### config.mk
export PLATFORM = sky130hd
export DESIGN_NAME = uart_frame_loader
export DESIGN_NICKNAME = d
export VERILOG_FILES = /design/src/rtl/pkg_fb_defs.sv /design/src/rtl/uart_frame_loader.sv
export SDC_FILE = /design/constraint.sdc
export NUM_CORES = 1
export LEC_CHECK = 0
export ABC_AREA = 1
export CAP_MARGIN = 20
export CORE_ASPECT_RATIO = 1.4
export CORE_MARGIN = 2
export CORE_UTILIZATION = 45
export CTS_CLUSTER_DIAMETER = 30
export CTS_CLUSTER_SIZE = 25
export DETAILED_ROUTE_END_ITERATION = 12
export GPL_TIMING_DRIVEN = 0
export PLACE_DENSITY_LB_ADDON = 0.12
export SLEW_MARGIN = 15
export SYNTH_ARGS = -nofsm -noshare
export SYNTH_HDL_FRONTEND = slang
export SYNTH_SLANG_ARGS = --single-unit
### constraint.sdc
create_clock -name clk -period 5.6 [get_ports clk]
set_input_delay 1.12 -clock clk [delete_from_list [all_inputs] [get_ports clk]]
set_output_delay 1.12 -clock clk [all_outputs]
set_load 0.005 [all_outputs]
### src/rtl/pkg_fb_defs.sv
// Shared framebuffer definitions: geometry, pixel format, frame sync byte,
// and the frame loader state encoding.
package pkg_fb_defs;

    localparam int FB_WIDTH       = 320;
    localparam int FB_HEIGHT      = 240;
    localparam int NUM_PIXELS     = FB_WIDTH * FB_HEIGHT;
    localparam int ADDR_W         = 17;
    localparam int PIX_W          = 12;
    localparam logic [7:0] SYNC_BYTE = 8'hA5;
    localparam int TIMEOUT_CYCLES = 1000000;
    localparam int TO_W           = 20;

    typedef enum logic [1:0] {
        IDLE    = 2'd0,
        WAIT_HI = 2'd1,
        WAIT_LO = 2'd2
    } fb_state_t;

endpackage

### src/rtl/uart_frame_loader.sv
// Packs UART byte pairs into RGB444 pixels after a sync byte and writes them
// to sequential framebuffer addresses, aborting a frame on inter-byte timeout.
module uart_frame_loader #(
    parameter int         ADDR_W         = pkg_fb_defs::ADDR_W,
    parameter int         NUM_PIXELS     = pkg_fb_defs::NUM_PIXELS,
    parameter logic [7:0] SYNC_BYTE      = pkg_fb_defs::SYNC_BYTE,
    parameter int         TIMEOUT_CYCLES = pkg_fb_defs::TIMEOUT_CYCLES,
    parameter int         TO_W           = pkg_fb_defs::TO_W
) (
    input  logic              clk,
    input  logic              reset,
    input  logic [7:0]        rx_data,
    input  logic              rx_valid,
    output logic              wr_en,
    output logic [ADDR_W-1:0] wr_addr,
    output logic [11:0]       wr_data,
    output logic              busy,
    output logic              frame_done,
    output logic              timeout_err,
    output logic [1:0]        state_dbg
);
    import pkg_fb_defs::*;

    localparam logic [ADDR_W-1:0] PIX_LAST = ADDR_W'(NUM_PIXELS - 1);
    localparam logic [TO_W-1:0]   TO_LAST  = TO_W'(TIMEOUT_CYCLES - 1);

    // Handshake: rx_valid is a single-cycle strobe with no back-pressure; every
    // strobe is consumed in the cycle it is seen. wr_en is a single-cycle write
    // strobe with wr_addr/wr_data valid in that same cycle.

    fb_state_t         state, state_n;
    logic [7:0]        hi_byte, hi_byte_n;
    logic [ADDR_W-1:0] pix_cnt, pix_cnt_n;
    logic [TO_W-1:0]   to_cnt, to_cnt_n;
    logic              wr_en_n, frame_done_n, timeout_err_n;
    logic [ADDR_W-1:0] wr_addr_n;
    logic [11:0]       wr_data_n;
    logic              expired;

    assign expired = (to_cnt == TO_LAST);

    always_comb begin
        state_n       = state;
        hi_byte_n     = hi_byte;
        pix_cnt_n     = pix_cnt;
        to_cnt_n      = to_cnt;
        wr_en_n       = 1'b0;
        wr_addr_n     = wr_addr;
        wr_data_n     = wr_data;
        frame_done_n  = 1'b0;
        timeout_err_n = timeout_err;
        case (state)
            IDLE: begin
                to_cnt_n = '0;
                if (rx_valid && rx_data == SYNC_BYTE) begin
                    state_n       = WAIT_HI;
                    timeout_err_n = 1'b0;
                end
            end
            WAIT_HI: begin
                if (rx_valid) begin
                    hi_byte_n = rx_data;
                    to_cnt_n  = '0;
                    state_n   = WAIT_LO;
                end else if (expired) begin
                    state_n       = IDLE;
                    pix_cnt_n     = '0;
                    to_cnt_n      = '0;
                    timeout_err_n = 1'b1;
                end else begin
                    to_cnt_n = to_cnt + 1'b1;
                end
            end
            WAIT_LO: begin
                if (rx_valid) begin
                    to_cnt_n  = '0;
                    wr_en_n   = 1'b1;
                    wr_addr_n = pix_cnt;
                    // Upper nibble of the low byte carries no colour information.
                    wr_data_n = {hi_byte, rx_data[3:0]};
                    if (pix_cnt == PIX_LAST) begin
                        frame_done_n = 1'b1;
                        pix_cnt_n    = '0;
                        state_n      = IDLE;
                    end else begin
                        pix_cnt_n = pix_cnt + 1'b1;
                        state_n   = WAIT_HI;
                    end
                end else if (expired) begin
                    state_n       = IDLE;
                    pix_cnt_n     = '0;
                    to_cnt_n      = '0;
                    timeout_err_n = 1'b1;
                end else begin
                    to_cnt_n = to_cnt + 1'b1;
                end
            end
            default: begin
                state_n   = IDLE;
                pix_cnt_n = '0;
                to_cnt_n  = '0;
            end
        endcase
    end

    always_ff @(posedge clk or posedge reset) begin
        if (reset) begin
            state       <= IDLE;
            hi_byte     <= '0;
            pix_cnt     <= '0;
            to_cnt      <= '0;
            wr_en       <= 1'b0;
            wr_addr     <= '0;
            wr_data     <= '0;
            frame_done  <= 1'b0;
            timeout_err <= 1'b0;
        end else begin
            state       <= state_n;
            hi_byte     <= hi_byte_n;
            pix_cnt     <= pix_cnt_n;
            to_cnt      <= to_cnt_n;
            wr_en       <= wr_en_n;
            wr_addr     <= wr_addr_n;
            wr_data     <= wr_data_n;
            frame_done  <= frame_done_n;
            timeout_err <= timeout_err_n;
        end
    end

    // The FSM is already IDLE during the final write; frame_done holds busy
    // up for that cycle so it drops one cycle after the last pixel.
    assign busy      = (state != IDLE) || frame_done;
    assign state_dbg = state;

endmodule
# Yosys cells after proc, flatten, opt, wreduce, memory -nomap -nowiden
# Index checks and enable logic that the tools add are counted.
# word_totals
out_inout_bits	35
register_bits	79
# op_classes
reduce_logical	10
eq_ne	9
muxes	23
n_addsub	2
n_bitwise	1
# ops
op	count
2-to-1 mux 17 bit	4
2-to-1 mux 20 bit	3
one-hot mux 17 bit (3 select lines)	1
adder 20 x 1 -> 20 bit (second input constant)	1
equality test 20 bit (second input constant)	1
adder 17 x 1 -> 17 bit (second input constant)	1
equality test 17 bit (second input constant)	1
2-to-1 mux 1 bit	9
equality test 8 bit (second input constant)	1
2-to-1 mux 2 bit	4
!= test 2 bit (second input constant)	3
one-hot mux 2 bit (3 select lines)	1
AND reduction 2 bit	3
AND reduction 4 bit	1
nonzero test 2 bit	2
equality test 2 x 1 -> 1 bit (second input constant)	1
equality test 2 bit (second input constant)	1
logical NOT 2 bit	1
!= test 2 x 1 -> 1 bit (second input constant)	1
one-hot mux 1 bit (2 select lines)	1
OR reduction 2 bit	1
logical AND 1 bit	1
logical OR 1 bit	1
NOT 1 bit	1

# Longest topological paths before layout
# logic_depth
word_depth	4
mapped_depth	12
ltp_nobuf	12

# Worst setup path before layout
# Ideal clock, no wire load.
# synth_path
path_kind	flip-flop to output port
startpoint	reg state[0], in the netlist state_dbg[0]
endpoint	out busy
path_stages_with_launch	5
path_buffers	0
arrival_ps	1031
setup_slack_ps	3449
cell_sequence	dfrtp_1 > inv_1 > ha_1 > inv_1 > or2_2
# synth_via
elab_chain_cells	2
# synth_rtl
element	line	source
start, declared	uart_frame_loader.sv:31	fb_state_t state, state_n;
start signal, assigned	uart_frame_loader.sv:118	state <= state_n;
nonzero test 2 bit	uart_frame_loader.sv:132	assign busy = (state != IDLE) || frame_done;
logical OR 1 bit	uart_frame_loader.sv:132	
end, declared	uart_frame_loader.sv:17	output logic busy,
# No other way between the ends.

# Final worst setup path
# Ends and elaborated chain as after synthesis.

==> results summary <==
The quantity of gates resized following cts is 0. The depth of the CTS H-tree came out at 3. The number of cells produced by synthesis is 537. The max-slew violation count came out at 0. The total negative setup slack came out at 0 ns. The number of buffers and inverters on the critical path is 3. The critical path arrival is 1.96 ns. The final critical path time including I/O delays and setup is 3.08 ns. The tool flagged a number of max-cap violations equal to 0. In the post-synthesis netlist, the biggest area contributors are sky130_fd_sc_hd__dfrtp_1, sky130_fd_sc_hd__nand2_1, sky130_fd_sc_hd__nor2_1. The multiplexer share of the synthesized area came out at 0.263%. The first routing iteration left 264 violations. The synthesis-stage register bit count came out at 79.

The insertion delay to the later sink of the worst-skew pair is 0.33 ns. On the critical path the largest part of the delay comes from buffers and inverters. Counting the buffers created by CTS gives 9. For this run, design rule violations remaining after detail routing come to 0. The first-pass GRT wire length is 17800 um.

The signal on the critical path passes through inv_1, ha_1, inv_1, or2_2, clkdlybuf4s50_1. In the routed layout, each cell is associated on average with a via count of 5.23. The synthesized area per cell is 7.99 sq um. Internal power comes to 1320 uW. The number of failing setup endpoints in the final timing report came out at 0. The master of the slowest instance on the critical path is sky130_fd_sc_hd__clkdlybuf4s50_1. The clock tree from TritonCTS is done. The number of endpoints with negative hold slack in the final report came out at 0.

The vertical die dimension came out at 120 um. The net count after synthesis is 554. The post-synthesis compound-gate area fraction is 7.82%. The effective utilization at floorplan is 45.9%. The detailed-route wire length per cell came out at 15.0 um. The worst setup path is launched from a register. The top fanout value on the critical path is 6. The wire length after detailed routing came out at 10600 um. Counting distinct cell types in the post-synthesis netlist gives 39. At the end of routability-driven placement, the weighted congestion stood at 0.907.

The net count reported at finish came out at 611. The remaining number of nets flagged by the antenna check after routing is 0. The worst path uses 55.1% of the clock period. Of the total power, the share spent switching nets is 34.2%. The final route contains 3711 vias. The placed wire-length estimate after detailed placement is 7970 um.

Buffers placed on the I/O ports in this run total 45. The flow ran to the end, and the final reports show no timing, DRC or antenna violations. The switching component of the power came out at 685 uW. The clock transition at the registers of the reported paths came out at 0.06 ns.

The filler cell count in the final layout is 889. Sequential cells burn 37.9% of the power. The library cells used most frequently in the layout, excluding fill and tap cells, are sky130_fd_sc_hd__nand2_1, sky130_fd_sc_hd__dfrtp_1, sky130_fd_sc_hd__nor2_1. The horizontal die dimension came out at 86.5 um. Derived from the worst setup path, the maximum achievable clock frequency is 324 MHz.

The number of diodes came out at 0. Including well taps, the total number of placed cells is 693. At the worst endpoint, the required time is 4.48 ns. Relative to the synthesized area, the layout overhead comes to 21.2%. The number of antenna violations at the first check in global routing is 0.

The detailed-router iteration count before antenna repair is 6. The maximum clock skew at final layout came out at 0.00824 ns. The share of the synthesized area in the top cell type came out at 46.1%. In this run the core area contains 42 standard-cell rows. The die covers 10300 sq um. On the worst path, the slowest cell contributes a delay of 0.49 ns.

The number of top-level pins came out at 46. The synthesized-area fraction occupied by adder cells came out at 1.75%. By area, the combinational part of the netlist is dominated by simple AND/OR/NAND/NOR gates. The sum of overflow across all layers after global routing came out at 0. For this design the ratio of total power to cell area is 385 nW/um^2.

The largest total area in the synthesized netlist belongs to sky130_fd_sc_hd__dfrtp_1. The register area share after synthesis came out at 46.1%. The number of warnings issued by yosys came out at 0. Summing the areas of all xor and xnor instances in the mapped netlist gives 3.27% of the synthesized area. The type of element capturing the critical path is an output port. The proportion of power drawn by combinational gates is 33.5%. In this run the worst hold path is classified as reg2reg. The standby leakage power came out at 0.00236 uW. Summing the areas of all and, or, nand and nor instances in the mapped netlist gives 33.7% of the synthesized area.

Once the clock tree was built, the setup fixing pass inserted 0 buffers. Clock tree synthesis selected as its root buffer the cell sky130_fd_sc_hd__clkbuf_16. The core box area came out at 9350 sq um. The combined area of the multi-input logic cells is 2010 sq um.

The number of hold buffers added after cts is 0. Setup repair after global routing left no endpoint under its margin. In this run the deepest clock path goes through 2 buffers. Leaving out filler cells and counting taps, the final layout contains 709. The fraction of final layout cells sized beyond drive strength 1 came out at 11.7%.

The slew at the pin closest to its max-slew limit came out at 0.626 ns. The number of clock sinks is 79. The post-synthesis cell area came out at 4290 sq um.

Per report_power, the clock group accounts for 28.6% of the total. The relative max-transition margin came out at 57.9%. The peak supply drop is 202 uV.

Leaving out fill and tap cells, the most frequent cell in the layout is sky130_fd_sc_hd__nand2_1. The total global-route track usage is 22.1%. The number of global-route vias before repair is 3709. The kind of critical path is reg2out. Counting stages on the worst path, the most repeated cell is sky130_fd_sc_hd__inv_1.

The area taken by flip-flops and latches is 1980 sq um. Entering global routing, the biggest net connects 51 pins.
-- sequential cells by signal, summed over array words and instances (netlist names) --
name         count
wr_en            1
timeout_err      1
state_dbg        2
wr_data         12
pix_cnt         17
hi_byte          8
wr_addr         17
frame_done       1
to_cnt          20
-- power groups by stage --
| stage | combinational (uW) | clock [uW] | sequential (uW) |
|---|---|---|---|
| floorplan | 376 | 0 | 760 |
| global placement | 668 | 0 | 765 |
| detailed placement | 673 | 0 | 768 |
| CTS | 677 | 591 | 759 |
| global route | 746 | 612 | 774 |
| finish | 671 | 574 | 758 |
-- cell usage after synthesis, drive strengths merged --
master / count
inv: 54
nand4: 10
buf: 13
nor4: 1
nand3: 46
xor2: 11
and2: 1
mux2: 1
ha: 6
xnor2: 5
nor3b: 1
nand2: 165
o22ai: 2
nor2: 66
or2: 1
clkbuf: 5
a21oi: 6
o21ai: 39
dfrtp: 79
nor3: 14
a31oi: 3
o21bai: 3
o211ai: 4
o21a: 1
-- worst paths after layout --
check / start / end / slack, ns / depth (start not counted)
setup reg to reg: state_dbg[0] / pix_cnt[14] / 3.57 / 8
setup / recovery: state_dbg[0] / busy / 2.52 / 5
min in group asynchronous: reset / wr_data[5] / 1.13 / 2
max in group asynchronous: reset / pix_cnt[6] / 3.90 / 3
hold / removal: to_cnt[0] / to_cnt[0] / 0.46 / 1
hold reg to reg: to_cnt[0] / to_cnt[0] / 0.46 / 1
-- worst reg2reg max path: stages (launching register included) --
cell and delay (ns):
sky130_fd_sc_hd__dfrtp_1 0.48, sky130_fd_sc_hd__inv_1 0.10, sky130_fd_sc_hd__ha_1 0.44, sky130_fd_sc_hd__inv_1 0.17
sky130_fd_sc_hd__nor2_4 0.20, sky130_fd_sc_hd__inv_1 0.14, sky130_fd_sc_hd__nor3_2 0.24, sky130_fd_sc_hd__nand3_1 0.10
sky130_fd_sc_hd__o211ai_1 0.09
-- area by class of cell --
| cell class | count | share of cell area (%) |
|---|---|---|
| Tap cell | 110 | 2.65 |
| Multi-Input combinational cell | 386 | 38.6 |
| Buffer | 18 | 1.97 |
| Timing Repair Buffer | 46 | 9.19 |
| Clock buffer | 11 | 4.48 |
| Clock inverter | 5 | 1.13 |
| Sequential cell | 79 | 38.0 |
| Inverter | 54 | 3.95 |
-- cells by family after synthesis --
family,after synthesis
AO/OA/AOI/OAI,58
XOR/XNOR,16
flip-flops,79
multiplexers,1
buffers and inverters,72
AND/OR/NAND/NOR,305
adder cells (fa/ha/maj),6
-- stage by stage --
step / util, % / power [uW] / hold slack [ns] / worst slack [ns] / cell area [sq um]
6_report: 55.6 / 2000 / 0.463 / 2.52 / 5200
3_3_place_gp: 52.1 / 1430 / 0.447 / 1.12 / 4880
4_1_cts: 55.6 / 2030 / 0.468 / 2.50 / 5200
5_1_grt: 55.6 / 2130 / 0.498 / 2.41 / 5200
2_1_floorplan: - / 1140 / 0.430 / 2.46 / 4290
3_5_place_dp: 52.5 / 1440 / 0.459 / 2.72 / 4910
-- per-layer routing --
| metal | share of wire, % | GRT usage [%] |
|---|---|---|
| met1 | 40 | 25.7 |
| met2 | 54 | 39.0 |
| met3 | 3.2 | 3.37 |
| met4 | 3.0 | 10.4 |
| met5 | 0 | 0 |
No activity file was read; power rests on OpenSTA's default activity.
